[src/rtl/level_pkg.sv]
// Shared types and the sample-to-bin quantiser for the tilt step tracker.
package level_pkg;

    localparam int NUM_STEPS = 12;
    localparam int STEP_W    = 4;
    localparam int SAMPLE_W  = 12;
    localparam int CALC_W    = 14;

    typedef enum logic {
        IDLE = 1'b0,
        MOVE = 1'b1
    } state_e;

    // Offset so that sample 0 lands in the middle bin, then floor-divide and clamp.
    function automatic logic [STEP_W-1:0] bin_of(input logic signed [CALC_W-1:0] x,
                                                 input int unsigned shift);
        logic signed [CALC_W-1:0] offset;
        logic signed [CALC_W-1:0] biased;
        logic signed [CALC_W-1:0] q;
        offset = 14'sd6 <<< shift;
        biased = x + offset;
        q      = biased >>> shift;
        if (q < 14'sd0) begin
            return 4'd0;
        end else if (q > 14'sd11) begin
            return 4'd11;
        end else begin
            return q[STEP_W-1:0];
        end
    endfunction

endpackage

[src/rtl/step_qualifier.sv]
// Hysteresis candidate selection and consecutive-sample qualification of the target step.
module step_qualifier
    import level_pkg::*;
#(
    parameter int BIN_SHIFT  = 6,
    parameter int HYST       = 8,
    parameter int STABLE_CNT = 4,
    parameter int RESET_STEP = 6
) (
    input  logic                clk,
    input  logic                rst,
    input  logic [SAMPLE_W-1:0] sample_in,
    input  logic                sample_valid,
    output logic [STEP_W-1:0]   target,
    output logic                new_target
);

    localparam logic signed [CALC_W-1:0] HYST_C     = CALC_W'(HYST);
    localparam logic [3:0]               STABLE_C   = 4'(STABLE_CNT);
    localparam logic [STEP_W-1:0]        RST_STEP_C = STEP_W'(RESET_STEP);

    logic signed [CALC_W-1:0] sample_ext;
    logic [STEP_W-1:0]        up_bin;
    logic [STEP_W-1:0]        dn_bin;
    logic [STEP_W-1:0]        cand;

    logic [STEP_W-1:0] target_q, target_d;
    logic [STEP_W-1:0] cand_q, cand_d;
    logic [3:0]        cnt_q, cnt_d;
    logic              new_target_q, new_target_d;

    assign sample_ext = {{(CALC_W-SAMPLE_W){sample_in[SAMPLE_W-1]}}, sample_in};
    assign up_bin     = bin_of(sample_ext - HYST_C, BIN_SHIFT);
    assign dn_bin     = bin_of(sample_ext + HYST_C, BIN_SHIFT);

    // Candidate selection and qualify-counter next state.
    always_comb begin
        cand         = target_q;
        target_d     = target_q;
        cand_d       = cand_q;
        cnt_d        = cnt_q;
        new_target_d = 1'b0;
        if (up_bin > target_q) begin
            cand = up_bin;
        end else if (dn_bin < target_q) begin
            cand = dn_bin;
        end else begin
            cand = target_q;
        end
        if (sample_valid) begin
            if (cand != target_q) begin
                if (cand == cand_q) begin
                    cnt_d = (cnt_q >= STABLE_C) ? STABLE_C : cnt_q + 4'd1;
                end else begin
                    cand_d = cand;
                    cnt_d  = 4'd1;
                end
            end else begin
                cnt_d = 4'd0;
            end
        end else begin
            cnt_d = cnt_q;
        end
        if (cnt_d == STABLE_C) begin
            target_d     = cand_d;
            cnt_d        = 4'd0;
            new_target_d = 1'b1;
        end else begin
            target_d = target_q;
        end
    end

    // Qualifier state registers.
    always_ff @(posedge clk or posedge rst) begin
        if (rst) begin
            target_q     <= RST_STEP_C;
            cand_q       <= RST_STEP_C;
            cnt_q        <= 4'd0;
            new_target_q <= 1'b0;
        end else begin
            target_q     <= target_d;
            cand_q       <= cand_d;
            cnt_q        <= cnt_d;
            new_target_q <= new_target_d;
        end
    end

    assign target     = target_q;
    assign new_target = new_target_q;

endmodule

[src/rtl/tilt_step_tracker.sv]
// Tilt sample to display step index: qualified target plus a rate-limited one-step walker.
module tilt_step_tracker
    import level_pkg::*;
#(
    parameter int BIN_SHIFT  = 6,
    parameter int HYST       = 8,
    parameter int STABLE_CNT = 4,
    parameter int STEP_DIV   = 1000,
    parameter int RESET_STEP = 6
) (
    input  logic                clk,
    input  logic                rst,
    input  logic [SAMPLE_W-1:0] sample_in,
    input  logic                sample_valid,
    output logic [STEP_W-1:0]   step_out,
    output logic                step_changed,
    output logic                busy
);

    localparam int                DIV_W      = (STEP_DIV > 1) ? $clog2(STEP_DIV) : 1;
    localparam logic [DIV_W-1:0]  DIV_LAST   = DIV_W'(STEP_DIV - 1);
    localparam logic [STEP_W-1:0] RST_STEP_C = STEP_W'(RESET_STEP);

    logic [STEP_W-1:0] target;
    logic              new_target;

    state_e            state_q, state_d;
    logic [DIV_W-1:0]  div_q, div_d;
    logic [STEP_W-1:0] step_q, step_d;
    logic              changed_q, changed_d;
    logic              busy_q, busy_d;

    step_qualifier #(
        .BIN_SHIFT  (BIN_SHIFT),
        .HYST       (HYST),
        .STABLE_CNT (STABLE_CNT),
        .RESET_STEP (RESET_STEP)
    ) u_qual (
        .clk          (clk),
        .rst          (rst),
        .sample_in    (sample_in),
        .sample_valid (sample_valid),
        .target       (target),
        .new_target   (new_target)
    );

    // Walker next state; target is sampled as currently registered, so a
    // same-cycle retarget only affects the following move.
    always_comb begin
        state_d = state_q;
        div_d   = div_q;
        step_d  = step_q;
        case (state_q)
            IDLE: begin
                if (target != step_q) begin
                    state_d = MOVE;
                    div_d   = {DIV_W{1'b0}};
                end else begin
                    state_d = IDLE;
                end
            end
            MOVE: begin
                if (new_target && (target == step_q)) begin
                    state_d = IDLE;
                    div_d   = {DIV_W{1'b0}};
                end else if (div_q == DIV_LAST) begin
                    div_d  = {DIV_W{1'b0}};
                    step_d = (target > step_q) ? step_q + 4'd1 : step_q - 4'd1;
                    if (step_d == target) begin
                        state_d = IDLE;
                    end else begin
                        state_d = MOVE;
                    end
                end else begin
                    div_d = div_q + DIV_W'(1);
                end
            end
            default: begin
                state_d = IDLE;
                div_d   = {DIV_W{1'b0}};
            end
        endcase
        changed_d = (step_d != step_q);
        busy_d    = (state_d == MOVE);
    end

    // Walker registers and registered outputs.
    always_ff @(posedge clk or posedge rst) begin
        if (rst) begin
            state_q   <= IDLE;
            div_q     <= {DIV_W{1'b0}};
            step_q    <= RST_STEP_C;
            changed_q <= 1'b0;
            busy_q    <= 1'b0;
        end else begin
            state_q   <= state_d;
            div_q     <= div_d;
            step_q    <= step_d;
            changed_q <= changed_d;
            busy_q    <= busy_d;
        end
    end

    assign step_out     = step_q;
    assign step_changed = changed_q;
    assign busy         = busy_q;

endmodule
[config.mk]
export PLATFORM = sky130hd
export DESIGN_NAME = tilt_step_tracker
export DESIGN_NICKNAME = d
export VERILOG_FILES = /design/src/rtl/level_pkg.sv /design/src/rtl/step_qualifier.sv /design/src/rtl/tilt_step_tracker.sv
export SDC_FILE = /design/constraint.sdc
export NUM_CORES = 1
export LEC_CHECK = 0
export ABC_AREA = 1
export BUFFER_PORTS_ARGS = -buffer_cell sky130_fd_sc_hd__buf_2
export CAP_MARGIN = 25
export CORE_AREA = 5 5 101 103
export CTS_BUF_LIST = sky130_fd_sc_hd__clkbuf_4 sky130_fd_sc_hd__clkbuf_8
export CTS_CLUSTER_SIZE = 8
export DETAILED_ROUTE_END_ITERATION = 6
export DIE_AREA = 0 0 106 108
export PLACE_DENSITY_LB_ADDON = 0.3
export SYNTH_ARGS = -nofsm -noshare
export SYNTH_HDL_FRONTEND = slang
export SYNTH_SLANG_ARGS = --single-unit
[constraint.sdc]
create_clock -name clk -period 7.8 [get_ports clk]
set_clock_uncertainty 0.2 [all_clocks]
set_input_delay 1.17 -clock clk [delete_from_list [all_inputs] [get_ports clk]]
set_output_delay 1.17 -clock clk [all_outputs]
set_load 0.1 [all_outputs]
==> out/metrics.yaml, run 1 <==
global_routing:
  grtUsageMet1_pct: 11.2
  grt_pass1_wl_um: 8780
  grt.overflow.total: 0
  grt_use_met2_pct: 16.1
  antenna_found_initial: 0
  met3_usage_pct: 2.21
  top_usage_layer: "met2"
  grt_usage_pct: 9.36
  grt_start_max_net_pins: 30
  grt_pass1_vias: 2014
setup_path:
  rrSetupSlack_ns: 4.34
  cp_slowest_cell: "a32oi_2"
  critPathArrivalTime_ns: 4.71
  end_kind: "flop"
  crit_fanout: 8
  criticalPathCategory: "in -> reg"
  r2r-start: "u_qual.target[1]$_DFFE_PP1N_"
  rr_worst_depth: 21
  critical-path-max-stage-delay_ns: 0.34
  critPathLaunchType: "input pin"
  r2r_end: "u_qual.target[0]$_DFFE_PP0N_"
  cp_data_required_time_ns: 7.77
  cpMostUsedCell: "nand2_1"
power:
  p_leak_uw: 0.00140
  p_per_area_mw_per_mm2: 202
  combPwrFrac_pct: 36.4
  p_total_uw: 544
  p_int_uw: 339
  swShare_pct: 37.6
  peakVddDrop_mv: 0.155
  power_frac_seq_pct: 33.9
  clkPwrFrac_pct: 29.7
  p_switching_uw: 204
placement:
  hpwlAfterDp_um: 3960
  place_congestion: 0.834
  placed_cells_incl_taps: 459
  port_buffers: 17
timing:
  fmax_mhz: 211
  fin_setup_tns_ns: 0
  final_max_slew_viol_count: 0
  setup_viol: 0
  rsz0062_at_grt: "false"
  finalCriticalPeriod_ns: 4.75
  slew_headroom_pct: 60.2
  hold_viol_final: 0
  post-route-period-util_pct: 60.9
  tightest_slew_ns: 0.597
clock_network:
  cts_root_buffer: "clkbuf_8"
  cts_buffers: 5
  clk_path_buf_depth: 2
  post-cts-setup-buffer-count: 0
  cts_resized: 0
  clkTransAtPathRegs_ns: 0.06
  cts_sinks: 29
  clk_latency_ns: 0.27
  cts_htree_levels: 2
  cts_tree: "done"
  holdBufCountCts: 0
drt:
  drt-total-wl_um: 5010
  first_pass_iters: 4
  wl_per_cell_um: 10.7
  drtIter0Drc: 71
  vias: 2067
  viasPerCell: 4.43
  drc: 0
  ant_nets: 0
final_layout:
  final_nets: 387
  fill_cells: 999
  final_cells: 467
  n_antenna_cell: 0
  area_growth_pct: 15.0
  mostFrequentLayoutCells: "nand2_1, inv_1, nand3_1"
  drive_gt1_share_pct: 17.7
  final_common_cell: "nand2_1"
logic_synthesis:
  syn_area_per_cell_um2: 7.08
  ys_ff_latch: 29
  yosysSeqAreaShare_pct: 31.4
  synth_nets: 362
  yosysWarnings: 0
  syn_inst: 330
  synth_area_mm2: 0.00234
  netlist-cell-type-count: 38
floorplan:
  rows: 35
  die-area_mm2: 0.0114
  core_area_mm2: 0.00911
  die-width_um: 106
  start_util_pct: 25.7
  io-pin-count: 21
  die_h_um: 108
worst_hold_path:
  hp-start: "div_q[7]$_DFFE_PP0P_"
  hold_end: "div_q[7]$_DFFE_PP0P_"
  hp-class: "reg -> reg"
  worstHoldPathCells: 1
status:
  status: "completed"
job:
  maxCapViolations: 0
==> through the flow <==
step | util, % | instance area (um^2) | setup slack (ns) | hold slack, ns
6_report | 29.5 | 2690 | 3.05 | 0.292
5_1_grt | 29.5 | 2690 | 2.37 | 0.327
4_1_cts | 29.5 | 2690 | 3.03 | 0.292
3_5_place_dp | 28.2 | 2570 | 2.74 | 0.280
3_3_place_gp | 28.2 | 2570 | 2.76 | 0.279
2_1_floorplan | - | 2340 | 3.33 | 0.254
==> flip-flops by register name, summed over array words and instances (netlist names) <==
register	flops
busy	1
div_q	10
step_changed	1
step_out	4
u_qual.cand_q	4
u_qual.cnt_q	4
u_qual.new_target	1
u_qual.target	4
==> cells in the mapped netlist <==
| library cell | number | share of area (%) |
|---|---|---|
| a211oi_1 | 1 | 0.32 |
| a21boi_1 | 1 | 0.32 |
| a21oi_1 | 9 | 1.9 |
| a21oi_4 | 1 | 0.70 |
| a31o_2 | 1 | 0.37 |
| a31oi_1 | 1 | 0.27 |
| a32o_1 | 1 | 0.43 |
| a32oi_2 | 1 | 0.70 |
| a41oi_1 | 1 | 0.37 |
| clkinv_1 | 2 | 0.32 |
| dfrtp_1 | 23 | 25 |
| dfstp_2 | 6 | 6.7 |
| fa_1 | 1 | 0.86 |
| ha_1 | 16 | 8.6 |
| inv_1 | 57 | 9.2 |
| inv_2 | 2 | 0.32 |
| inv_4 | 1 | 0.27 |
| nand2_1 | 79 | 13 |
| nand2_2 | 10 | 2.7 |
| nand2_4 | 5 | 2.4 |
| nand3_1 | 36 | 7.7 |
| nand3_2 | 3 | 1.3 |
| nand4_1 | 3 | 0.80 |
| nor2_1 | 31 | 5.0 |
| nor2_2 | 2 | 0.54 |
| nor2_8 | 1 | 0.86 |
| nor3_1 | 3 | 0.64 |
| nor3b_1 | 2 | 0.64 |
| nor4_1 | 1 | 0.27 |
| o2111ai_1 | 1 | 0.37 |
| o21ai_0 | 14 | 3.0 |
| o21ai_1 | 1 | 0.21 |
| o21ai_2 | 2 | 0.75 |
| o2bb2ai_1 | 1 | 0.37 |
| o41ai_1 | 1 | 0.37 |
| or2_2 | 2 | 0.54 |
| xnor2_1 | 2 | 0.75 |
| xor2_1 | 5 | 1.9 |
==> kinds of logic (layout without fill, tap and decap cells) <==
| family | Yosys count | in the layout | share of synthesized area, % |
|---|---|---|---|
| compound gates | 37 | 37 | 10.5 |
| xor+xnor | 7 | 7 | 2.62 |
| fa+ha+maj | 17 | 17 | 9.42 |
| buf+inv | 62 | 88 | 10.1 |
| flops | 29 | 29 | 31.4 |
| simple gates | 178 | 178 | 36.0 |
==> per-layer routing <==
layer	wire length [um]	up-vias
li1	-	1110
met1	2420	922
met2	2330	24
met3	132	11
met4	120	0
met5	0	-
==> power groups by stage <==
stage	clock network (uW)	logic [uW]	registers [uW]
after CTS	168	201	184
after global routing	177	226	187
after global placement	0	197	186
after detailed placement	0	199	187
after floorplan	0	141	202
final	162	198	184
==> final cells by class <==
class	count	area [um^2]	area share [%]
Inverter	62	235	8.75
Multi-Input combinational cell	239	1370	50.9
Timing Repair Buffer	18	92.6	3.44
Clock inverter	1	30.0	1.12
Sequential cell	29	733	27.3
Clock buffer	7	90.1	3.35
Tap cell	111	139	5.17
==> critical path, delay by kind of cell <==
kind / cells / cell delay (ns)
simple gates: 22 / 1.96
fa+ha+maj: 1 / 0.31
buf+inv: 7 / 0.61
compound gates: 3 / 0.48
xor+xnor: 1 / 0.15
==> how the worst max path moves through the flow <==
stage	slack, ns	cells after the start	startpoint	to
finish	3.05	34	sample_in[4]	u_qual.target[0]$_DFFE_PP0N_
detailed placement	2.74	34	sample_in[5]	u_qual.target[0]$_DFFE_PP0N_
global placement	2.76	34	sample_in[3]	u_qual.target[0]$_DFFE_PP0N_
floorplan	3.33	33	sample_in[3]	u_qual.target[0]$_DFFE_PP0N_
global route	2.37	30	sample_in[5]	u_qual.target[0]$_DFFE_PP0N_
CTS	3.03	34	sample_in[5]	u_qual.target[0]$_DFFE_PP0N_
No activity file was read; power rests on OpenSTA's default activity.
==> run 2: changes to the inputs <==
--- a/config.mk
+++ b/config.mk
@@ -5,14 +5,14 @@
 export SDC_FILE = /design/constraint.sdc
 export NUM_CORES = 1
 export LEC_CHECK = 0
-export ABC_AREA = 1
+export ABC_AREA = 0
 export BUFFER_PORTS_ARGS = -buffer_cell sky130_fd_sc_hd__buf_2
 export CAP_MARGIN = 25
-export CORE_AREA = 5 5 101 103
+export CORE_AREA = 5 5 107 109
 export CTS_BUF_LIST = sky130_fd_sc_hd__clkbuf_4 sky130_fd_sc_hd__clkbuf_8
 export CTS_CLUSTER_SIZE = 8
 export DETAILED_ROUTE_END_ITERATION = 6
-export DIE_AREA = 0 0 106 108
+export DIE_AREA = 0 0 112 114
 export PLACE_DENSITY_LB_ADDON = 0.3
 export SYNTH_ARGS = -nofsm -noshare
 export SYNTH_HDL_FRONTEND = slang
==> constraint.sdc (replaced) <==
create_clock -name clk -period 4 [get_ports clk]
set_clock_uncertainty 0.2 [all_clocks]
set_input_delay 0.6 -clock clk [delete_from_list [all_inputs] [get_ports clk]]
set_output_delay 0.6 -clock clk [all_outputs]
set_load 0.1 [all_outputs]
==> run 2 against run 1 <==
Effect of this change: sequential share of layout area down 9.0 points; synthesized area up 13%; count of clock-buffer cells in the layout unchanged; worst setup slack worse by 3.0 ns; clock power up 63%; total power up 130%; worst hold slack worse by 0.20 ns; cell count up 17%; final area up 49%; die area up 12%; sequential power up 110%; non-clock buffer count up 93; critical endpoint is now u_qual.target[1]$_DFFE_PP1N_; highest routed layer unchanged.
==> out/metrics.yaml, run 2 <==
status:
  status: "completed"
logic_synthesis:
  ys_ff_latch: 29
  synth_top_area_cell: "dfrtp_1"
  ys.flop_type: "dfrtp_1"
  synth-edff-count: 0
  yosys-top-cells-count: "nand2_1, dfrtp_1, nor2_1"
  synth_area_mm2: 0.00265
  syn_inst: 298
  synth_most_common_cell: "nand2_1"
  yosys.area.top_type_share_pct: 21.7
  yosysWarnings: 0
  synth_nets: 330
  synth_area_leaders: "dfrtp_1, ha_1, dfstp_2, nand2_1, a21oi_1"
  netlist-cell-type-count: 64
  syn_area_per_cell_um2: 8.89
  yosysSeqAreaShare_pct: 27.7
  async_reset_ff_share_pct: 100
drt:
  routed.top_layer: "met4"
  met2WireLength_um: 4010
  wl_met1_um: 3220
  viasPerCell: 4.81
  vias: 2627
  ant_nets: 0
  wl_per_cell_um: 13.9
  drt-total-wl_um: 7610
  first_pass_iters: 5
  drc: 0
  wl_met3_um: 208
  drtIter0Drc: 109
timing:
  setup_viol: 0
  slew_headroom_pct: 60.0
  fmax_mhz: 254
  post-route-period-util_pct: 98.4
  tightest_slew_ns: 0.600
  final_max_slew_viol_count: 0
  setup_slack_ns: 0.0626
  finalCriticalPeriod_ns: 3.94
  fin_setup_tns_ns: 0
  hold_viol_final: 0
setup_path:
  critPathArrivalTime_ns: 3.94
  critical-path-max-stage-delay_ns: 0.39
  cp_slowest_cell: "or3_4"
  criticalPathCategory: "in -> reg"
  cp_data_required_time_ns: 4.00
  critPathLaunchType: "input pin"
  cpMostUsedCell: "buf_4"
  end_kind: "flop"
  crit_fanout: 4
placement:
  port_buffers: 17
  hpwlAfterDp_um: 5420
  place_ws_ns: -0.444
  place_congestion: 0.854
  dpl-instance-area_mm2: 0.00341
floorplan:
  die-area_mm2: 0.0128
  core_area_mm2: 0.0105
  rows: 38
  io-pin-count: 21
  die_h_um: 114
  start_util_pct: 25.2
  die-width_um: 112
final_layout:
  final_nets: 437
  n_antenna_cell: 0
  design_area_mm2: 0.00400
  largest_reg_flops: 10
  drive_gt1_share_pct: 44.6
  fill_cells: 1045
  mostFrequentLayoutCells: "buf_4, nand2_1, dfrtp_1"
  final_common_cell: "buf_4"
  area_growth_pct: 51.2
  regMostFlops: "div_q"
power:
  peakVddDrop_mv: 0.270
  p_leak_uw: 0.00176
  p_per_area_mw_per_mm2: 317
global_routing:
  antenna_found_initial: 0
  grt_start_max_net_pins: 22
  grt_pass1_wl_um: 12300
  grt.overflow.total: 0
  grt_usage_pct: 11.6
  grt_pass1_vias: 2674
clock_network:
  cts_htree_levels: 2
  cts_tree: "done"
  cts_root_buffer: "clkbuf_8"
  clkTransAtPathRegs_ns: 0.07
  clk_path_buf_depth: 2
  cts_buffers: 5
  clk_latency_ns: 0.28
  cts_sinks: 29
job:
  maxCapViolations: 0
worst_hold_path:
  hp-class: "in -> async"
run 2: cell types whose count changed in the layout (fill, tap and decap cells not counted), moves of 6 or more:
cell / previous run / this run
nand4_1: 3 / 9
buf_6: 0 / 6
nor2_1: 31 / 17
nand2_2: 10 / 0
inv_1: 57 / 18
a21oi_1: 9 / 17
nand3_1: 36 / 11
nand2_1: 79 / 27
xnor2_1: 2 / 9
buf_4: 1 / 84
mux2_4: 0 / 6
run 2: final timing paths:
kind,slack [ns],cells past startpoint,end,from
min,0.09,2,div_q[7]$_DFFE_PP0P_,rst
max reg2reg,0.55,13,u_qual.target[0]$_DFFE_PP0N_,u_qual.target[2]$_DFFE_PP1N_
max,0.06,25,u_qual.target[1]$_DFFE_PP1N_,sample_in[10]
min reg2reg,0.32,2,div_q[1]$_DFFE_PP0P_,div_q[1]$_DFFE_PP0P_
min in group clk,0.32,2,div_q[1]$_DFFE_PP0P_,div_q[1]$_DFFE_PP0P_
max in group asynchronous,2.98,3,step_out[2]$_DFF_PP1_,rst
run 2: layer usage:
metal  vias up  track usage [%]
li1       1313                -
met1      1255             13.6
met2        44             21.7
met3        15             1.49
met4         0             4.09
met5         -                0
run 2: kinds of logic after synthesis:
family,Yosys count,synth area share (%)
and+or+nand+nor,111,22.8
adders and majority gates,17,8.31
muxes,11,5.20
buffers and inverters,31,5.62
AOI/OAI and AO/OA,80,24.1
DFF,29,27.7
xor gates and xnor gates,19,6.28
run 2: area by class of cell:
cell class	count	area, um^2	share of cell area [%]
clock buffer	7	96.3	2.41
clock inverter	1	5.00	0.125
inverter	19	71.3	1.78
multi-input combinational	239	2010	50.3
sequential	29	733	18.3
tap	140	175	4.38
timing repair buffer	111	908	22.7
run 2: report_power, final:
group | total, uW | switching, uW | leakage, uW | internal [uW]
registers | 384 | 45.2 | 0.000369 | 339
logic | 622 | 339 | 0.00134 | 283
clock network | 264 | 109 | 0.0000542 | 155
total | 1270 | 493 | 0.00176 | 777
run 2: critical path: cells and delay by family:
| kind | cells | cell delay (ns) |
|---|---|---|
| AOI/OAI and AO/OA | 2 | 0.25 |
| buffers and inverters | 19 | 2.27 |
| muxes | 2 | 0.37 |
| and+or+nand+nor | 2 | 0.49 |
run 2: timing repair:
action                     CTS  global route
buffers inserted            24             8
resized for setup           14            42
pin swaps                   17            19
setup endpoints to repair    4             9
hold buffers                 0             0
gates cloned                 1             0
run 2: through the flow:
stage                     hold slack (ns)  power, uW  utilization [%]  instances
after floorplan                     0.276        721                -        298
after global placement              0.292        878             32.2        507
after detailed placement            0.314        892             32.4        508
after CTS                           0.101       1220             35.7        540
after global routing                0.129       1360             38.1        546
final                              0.0933       1270             38.1        546
